==> src/rtl/hamming_sphere_generator_if.sv <==
// Request/response channels of the Hamming sphere generator.
// The slave modport is the generator's view; master is the requester/consumer view.
interface hamming_sphere_generator_if #(
  parameter int unsigned WORD_WIDTH = 8,
  parameter int unsigned DIST_WIDTH = WORD_WIDTH
);
  logic                  base_valid;
  logic                  base_ready;
  logic [WORD_WIDTH-1:0] base_word;
  logic [DIST_WIDTH-1:0] base_distance;
  logic                  word_valid;
  logic                  word_ready;
  logic [WORD_WIDTH-1:0] word_out;
  logic [WORD_WIDTH-1:0] word_mask;
  logic                  word_last;
  logic                  distance_error;

  modport slave (
    input  base_valid, base_word, base_distance, word_ready,
    output base_ready, word_valid, word_out, word_mask, word_last, distance_error
  );

  modport master (
    output base_valid, base_word, base_distance, word_ready,
    input  base_ready, word_valid, word_out, word_mask, word_last, distance_error
  );
endinterface

==> src/rtl/hamming_sphere_generator.sv <==
// Enumerates every word at exactly Hamming distance D from a base word.
// Masks with D ones are walked in increasing numeric order using the
// Gosper successor; the top-D-ones mask marks the final output.
module hamming_sphere_generator #(
  parameter int unsigned WORD_WIDTH = 8,
  parameter int unsigned DIST_WIDTH = WORD_WIDTH
) (
  input logic                        clock,
  input logic                        clear_n,
  hamming_sphere_generator_if.slave  bus
);

  typedef enum logic {IDLE, RUN} state_t;

  localparam int unsigned TZW = (WORD_WIDTH > 1) ? $clog2(WORD_WIDTH) : 1;
  localparam int unsigned EW  = DIST_WIDTH + 1;
  localparam logic [EW-1:0] W_EXT = EW'(WORD_WIDTH);

  state_t                state_q, state_d;
  logic [WORD_WIDTH-1:0] base_q, base_d;
  logic [WORD_WIDTH-1:0] mask_q, mask_d;
  logic [WORD_WIDTH-1:0] top_q, top_d;
  logic [WORD_WIDTH-1:0] out_q, out_d;
  logic                  last_q, last_d;
  logic                  valid_q, valid_d;
  logic                  err_q, err_d;

  logic [EW-1:0]         dist_ext;
  logic                  dist_bad;
  logic [WORD_WIDTH-1:0] low_mask;
  logic [WORD_WIDTH-1:0] top_mask;

  logic [WORD_WIDTH:0]   mask_x;
  logic [WORD_WIDTH:0]   lowbit;
  logic [WORD_WIDTH:0]   ripple;
  logic [WORD_WIDTH:0]   succ_x;
  logic [TZW-1:0]        tz;
  logic                  tz_found;

  // Decode an incoming request: range check, first mask and final mask.
  always_comb begin
    dist_ext = {1'b0, bus.base_distance};
    dist_bad = (dist_ext > W_EXT);
    low_mask = '0;
    top_mask = '0;
    for (int unsigned i = 0; i < WORD_WIDTH; i++) begin
      low_mask[i] = (EW'(i) < dist_ext);
    end
    for (int unsigned i = 0; i < WORD_WIDTH; i++) begin
      top_mask[WORD_WIDTH-1-i] = low_mask[i];
    end
  end

  // Gosper successor at WORD_WIDTH+1 bits; division by the lowest set bit
  // is replaced by a right shift of its trailing-zero count.
  always_comb begin
    mask_x   = {1'b0, mask_q};
    lowbit   = mask_x & (~mask_x + 1'b1);
    ripple   = mask_x + lowbit;
    tz       = '0;
    tz_found = 1'b0;
    for (int unsigned i = 0; i < WORD_WIDTH; i++) begin
      if (!tz_found && mask_q[i]) begin
        tz       = TZW'(i);
        tz_found = 1'b1;
      end
    end
    succ_x = (((ripple ^ mask_x) >> 2) >> tz) | ripple;
  end

  // Next-state and next-output logic for the IDLE/RUN controller.
  always_comb begin
    state_d = state_q;
    base_d  = base_q;
    mask_d  = mask_q;
    top_d   = top_q;
    out_d   = out_q;
    last_d  = last_q;
    valid_d = valid_q;
    err_d   = 1'b0;
    unique case (state_q)
      IDLE: begin
        if (bus.base_valid) begin
          if (dist_bad) begin
            err_d = 1'b1;
          end else begin
            base_d  = bus.base_word;
            mask_d  = low_mask;
            top_d   = top_mask;
            out_d   = bus.base_word ^ low_mask;
            last_d  = (low_mask == top_mask);
            valid_d = 1'b1;
            state_d = RUN;
          end
        end
      end
      RUN: begin
        if (valid_q && bus.word_ready) begin
          if (last_q) begin
            valid_d = 1'b0;
            state_d = IDLE;
          end else begin
            mask_d = succ_x[WORD_WIDTH-1:0];
            out_d  = base_q ^ succ_x[WORD_WIDTH-1:0];
            last_d = (succ_x == {1'b0, top_q});
          end
        end
      end
      default: state_d = IDLE;
    endcase
  end

  // State and registered outputs; clear_n abandons any sphere immediately.
  always_ff @(posedge clock or negedge clear_n) begin
    if (!clear_n) begin
      state_q <= IDLE;
      base_q  <= '0;
      mask_q  <= '0;
      top_q   <= '0;
      out_q   <= '0;
      last_q  <= 1'b0;
      valid_q <= 1'b0;
      err_q   <= 1'b0;
    end else begin
      state_q <= state_d;
      base_q  <= base_d;
      mask_q  <= mask_d;
      top_q   <= top_d;
      out_q   <= out_d;
      last_q  <= last_d;
      valid_q <= valid_d;
      err_q   <= err_d;
    end
  end

  assign bus.base_ready     = (state_q == IDLE);
  assign bus.word_valid     = valid_q;
  assign bus.word_out       = out_q;
  assign bus.word_mask      = mask_q;
  assign bus.word_last      = last_q;
  assign bus.distance_error = err_q;

endmodule
==> src/flat_wrapper.sv <==
// flat-port wrapper written by rule: the top's interface ports become plain ports
module hamming_sphere_generator_flat 
#(
  parameter int unsigned WORD_WIDTH = 8,
  parameter int unsigned DIST_WIDTH = WORD_WIDTH
)
  (clock, clear_n, bus_base_valid, bus_base_word, bus_base_distance, bus_word_ready, bus_base_ready, bus_word_valid, bus_word_out, bus_word_mask, bus_word_last, bus_distance_error);
  hamming_sphere_generator_if #(.WORD_WIDTH(WORD_WIDTH), .DIST_WIDTH(DIST_WIDTH)) bus_i ();
  input logic clock;
  input logic clear_n;
  input wire logic [$bits(bus_i.base_valid)-1:0] bus_base_valid;
  input wire logic [$bits(bus_i.base_word)-1:0] bus_base_word;
  input wire logic [$bits(bus_i.base_distance)-1:0] bus_base_distance;
  input wire logic [$bits(bus_i.word_ready)-1:0] bus_word_ready;
  output wire logic [$bits(bus_i.base_ready)-1:0] bus_base_ready;
  output wire logic [$bits(bus_i.word_valid)-1:0] bus_word_valid;
  output wire logic [$bits(bus_i.word_out)-1:0] bus_word_out;
  output wire logic [$bits(bus_i.word_mask)-1:0] bus_word_mask;
  output wire logic [$bits(bus_i.word_last)-1:0] bus_word_last;
  output wire logic [$bits(bus_i.distance_error)-1:0] bus_distance_error;
  assign bus_i.base_valid = bus_base_valid;
  assign bus_i.base_word = bus_base_word;
  assign bus_i.base_distance = bus_base_distance;
  assign bus_i.word_ready = bus_word_ready;
  assign bus_base_ready = bus_i.base_ready;
  assign bus_word_valid = bus_i.word_valid;
  assign bus_word_out = bus_i.word_out;
  assign bus_word_mask = bus_i.word_mask;
  assign bus_word_last = bus_i.word_last;
  assign bus_distance_error = bus_i.distance_error;
  hamming_sphere_generator #(.WORD_WIDTH(WORD_WIDTH), .DIST_WIDTH(DIST_WIDTH)) u_core (.clock(clock), .clear_n(clear_n), .bus(bus_i));
endmodule
==> config.mk <==
export PLATFORM = sky130hd
export DESIGN_NAME = hamming_sphere_generator_flat
export DESIGN_NICKNAME = d
export VERILOG_FILES = /design/src/rtl/hamming_sphere_generator_if.sv /design/src/rtl/hamming_sphere_generator.sv /design/src/flat_wrapper.sv
export SDC_FILE = /design/constraint.sdc
export NUM_CORES = 1
export LEC_CHECK = 0
export ABC_AREA = 1
export CORE_UTILIZATION = 54
export CTS_CLUSTER_DIAMETER = 60
export CTS_CLUSTER_SIZE = 28
export DETAILED_ROUTE_END_ITERATION = 6
export HOLD_SLACK_MARGIN = 0.12
export PLACE_DENSITY = 0.85
export RECOVER_POWER = 100
export SLEW_MARGIN = 15
export SYNTH_ARGS = -nofsm -noshare
export SYNTH_HDL_FRONTEND = slang
export SYNTH_SLANG_ARGS = --single-unit
==> constraint.sdc <==
create_clock -name clock -period 2.5 [get_ports clock]
set_clock_uncertainty 0.05 [all_clocks]
set_input_delay 0.5 -clock clock [delete_from_list [all_inputs] [get_ports clock]]
set_output_delay 0.5 -clock clock [all_outputs]
set_load 0.03 [all_outputs]
==> summary.txt <==
Status
  • Result of the run: finished with violations
  • Violations in the final reports: capacitance limit, slew limit

Power and ir drop
  • Clock share of power: approximately 13%
  • Areal power density over the cells: ~1200 nW/µm²
  • Switching portion of total power: about half
  • Leakage component of the power: 1.619 nW
  • Int Pwr: 1.973 mW
  • Switching pwr: about 2 mW
  • Power share of the combinational group: around 64%
  • Final Total Pwr: between 4 and 5 mW
  • Seq pwr share: a little under a quarter
  • Maximum vdd drop: about 0.79 mV

Cells and area
  • Number of inserted filler cells in the final layout: ~340
  • NumNets Final: 445
  • Layout-stage area growth over the synthesis result: 28.49%
  • Highest-count cells in the layout ignoring fill and taps: nand2_1, o21ai_0, inv_1, dfrtp_1, nand3_1
  • Most common library cell in the layout ignoring fill and taps: nand2_1
  • Final core utilization: about 74%
  • Final std cells w/o fill: approximately 480
  • Count of inserted antenna diode cells: 0
  • Share of cells above drive strength 1: 16.67%

Synth
  • Proportion of netlist area held by the largest area contributor: 35.61%
  • Cell type with the highest aggregate area in the netlist: dfrtp_1
  • Yosys cell types: 39
  • Synthesized netlist net count: just under 400
  • Synth area leaders: dfrtp_1, nand2_1, o21ai_0
  • Most used DFF post-synth: dfrtp_1
  • Asr flop ratio synth: 100.0%
  • Part of the Yosys area used for sequential elements: a little over a third
  • Synthesized netlist cell count: about 370
  • Number of enable flip-flop cells after synthesis: 0
  • #FFs+latches synth: 36
  • Synthesis Warnings: 0
  • Average cell area after synthesis: between 6 and 7 µm²
  • Synthesized area: 2530 µm²

Global routing
  • Vias in the first global route: approximately 2500
  • Total routing resource utilization after global routing: between 20 and 30%
  • Overflow after GRT: 0
  • Initial antenna violation count: 0
  • Global-route wire length before repair: roughly 12000 µm
  • Pin count of the biggest net entering global routing: 37

Placement
  • Placer's final routability congestion estimate: about 0.9
  • Placed Cells incl. Taps: 466
  • Post-DP HPWL: between 5000 and 6000 µm
  • Number of buffer cells added on primary ports: 39

Clock network
  • # H-tree levels: 2
  • Total CTS buffers: 5
  • Worst-path clk slew: 70 ps
  • Worst-skew pair later-pin latency: approximately 290 ps
  • Clock tree from TritonCTS: yes
  • Clock root buffer: clkbuf_8
  • Clock sinks: 36
  • Clk buf depth: 2

Timing
  • Tmin final: between 2000 and 2500 ps
  • Final hold violation count: 0
  • Setup TNS: 0 ps
  • Highest achievable clock rate: around 420 MHz
  • Worst slew slack as a fraction of its limit: -26.28%
  • Number of max-slew violations in the final report: 37
  • Transition time at the pin with the least slew margin: between 1500 and 2000 ps
  • Number of setup violations in the final report: 0
  • Share of the cycle needed by the critical path after routing: between 90 and 100%

Min path
  • Class of the most critical hold timing path: flop to flop
  • Count of cells along the worst hold path: 2
  • Source of the worst hold timing path: u_core.bus.word_out[7]
  • Endpoint, Worst Hold: u_core.bus.word_out[7]

Critical path
  • Kind of end point of the critical path: flop
  • Source of the worst register-to-register timing path: u_core.bus.word_mask[2]
  • Worst path required time: about 2600 ps
  • Highest fanout seen on the critical path: 26
  • Kind of start point of the critical path: primary input
  • Data arrival at the endpoint of the critical path: about 2500 ps
  • WS Path Type: primary input to flop
  • End of the worst register-to-register path: u_core.bus.word_last
  • Setup slack on the worst flop-to-flop path: 200 ps
  • Worst reg2reg path depth: 16
  • CP startpoint: bus_base_distance[7]

Floorplan
  • Horizontal die dimension: 70.45 µm
  • Placeable core region: between 4000 and 5000 µm²
  • Die outline height: ~70 µm
  • Total Die Area: a little under 5000 µm²
  • Num rows: 24
  • Total I/O pin count: 40
  • Initial core utilization: between 50% and 60%

Detailed routing
  • Average wire per cell in the routed design: 14.99 µm
  • Pre-Repair DR Iteration Count: 5
  • Via count: between 2000 and 3000
  • Total Wirelength: around 7200 µm
  • Number of antenna-violating nets in the routed design: 0
  • Via-per-instance ratio: 5.789
  • Number of DRC markers after the initial detailed-route iteration: just over 200
  • Post-route DRC: 0

Run
  • Number of max-capacitance violations reported: 1
## layer usage
layer	wire length, µm	vias up	share of wire [%]	track usage, %
li1	-	1317	-	-
met1	3015	1310	42	40.32
met4	110	0	1.5	7.556
met2	3537	126	49	50.05
met5	0	-	0	0
met3	501	14	7.0	4.906
## sequential cells by signal (all words and copies together) (netlist names)
name                       count
u_core.base_q                  8
u_core.bus.word_mask           8
u_core.bus.word_out            8
u_core.top_q                   8
u_core.bus.distance_error      1
u_core.bus.word_last           1
u_core.bus.word_valid          1
u_core.state_q                 1
## cell families after synthesis
logic type | after synthesis | synth area share [%]
and+or+nand+nor | 184 | 33.68
AOI/OAI and AO/OA | 77 | 17.41
buffers and inverters | 57 | 9.099
DFF | 36 | 35.61
xor gates and xnor gates | 7 | 2.423
muxes | 4 | 1.780
## worst max-delay path, cell delays in order
cell	delay, ps
clkdlybuf4s50_1	390
or4_1	530
a21oi_1	160
nand2_1	140
clkbuf_2	380
mux2_2	380
## cell usage after synthesis, types with 3 or more instances
| library cell | number |
|---|---|
| buf_2 | 4 |
| nand3_2 | 4 |
| a31oi_1 | 5 |
| clkbuf_1 | 4 |
| dfrtp_1 | 36 |
| inv_1 | 39 |
| o211ai_1 | 4 |
| o21ai_0 | 41 |
| xor2_1 | 7 |
| a21oi_1 | 17 |
| nor2_1 | 25 |
| nand2_1 | 103 |
| nand4_1 | 4 |
| nand2_2 | 3 |
| inv_2 | 6 |
| nand3_1 | 30 |
| mux2_2 | 4 |
| nor2_2 | 5 |
## area by class of cell
cell class | instances | area [µm²] | share of cell area (%)
clock inverters | 3 | 42.54 | 1.309
multi-input cells | 272 | 1416 | 43.57
inverters | 46 | 172.7 | 5.312
well taps | 52 | 65.06 | 2.002
repair buffers | 64 | 578.1 | 17.78
flip-flops and latches | 36 | 907.1 | 27.91
clock buffers | 5 | 68.82 | 2.117
## power groups by stage
stage | sequential [mW] | clock (mW) | combinational (mW)
floorplan | 1.16 | 0 | 1.46
global placement | 0.936 | 0 | 2.44
detailed placement | 0.936 | 0 | 2.48
CTS | 0.928 | 0.513 | 2.51
global route | 0.956 | 0.540 | 2.83
finish | 0.934 | 0.512 | 2.57
## per-stage QoR
step	area (µm²)	setup WS [ps]	hold slack [ps]
floorplan	2530	345.0	154.4
global placement	3105	-7.806	413.2
detailed placement	3105	-72.90	422.0
CTS	3217	90.78	273.9
global route	3251	-27.45	486.4
finish	3251	130.9	426.9
## worst max-delay path by stage
stage / end / slack (ps) / cells past startpoint
final: u_core.base_q[3] / 130 / 6
after global routing: u_core.bus.word_last / -30 / 16
after CTS: u_core.bus.word_mask[1] / 90 / 10
after detailed placement: u_core.bus.word_mask[1] / -70 / 10
after global placement: u_core.bus.word_mask[1] / -8 / 10
after floorplan: u_core.bus.word_last / 350 / 19
## what timing repair did
item,4_1_cts,5_1_grt
hold buffers,0,0
setup endpoints to repair,0,6
gates resized for setup,0,11
setup buffers,0,4
(Power assumes the default switching activity.)
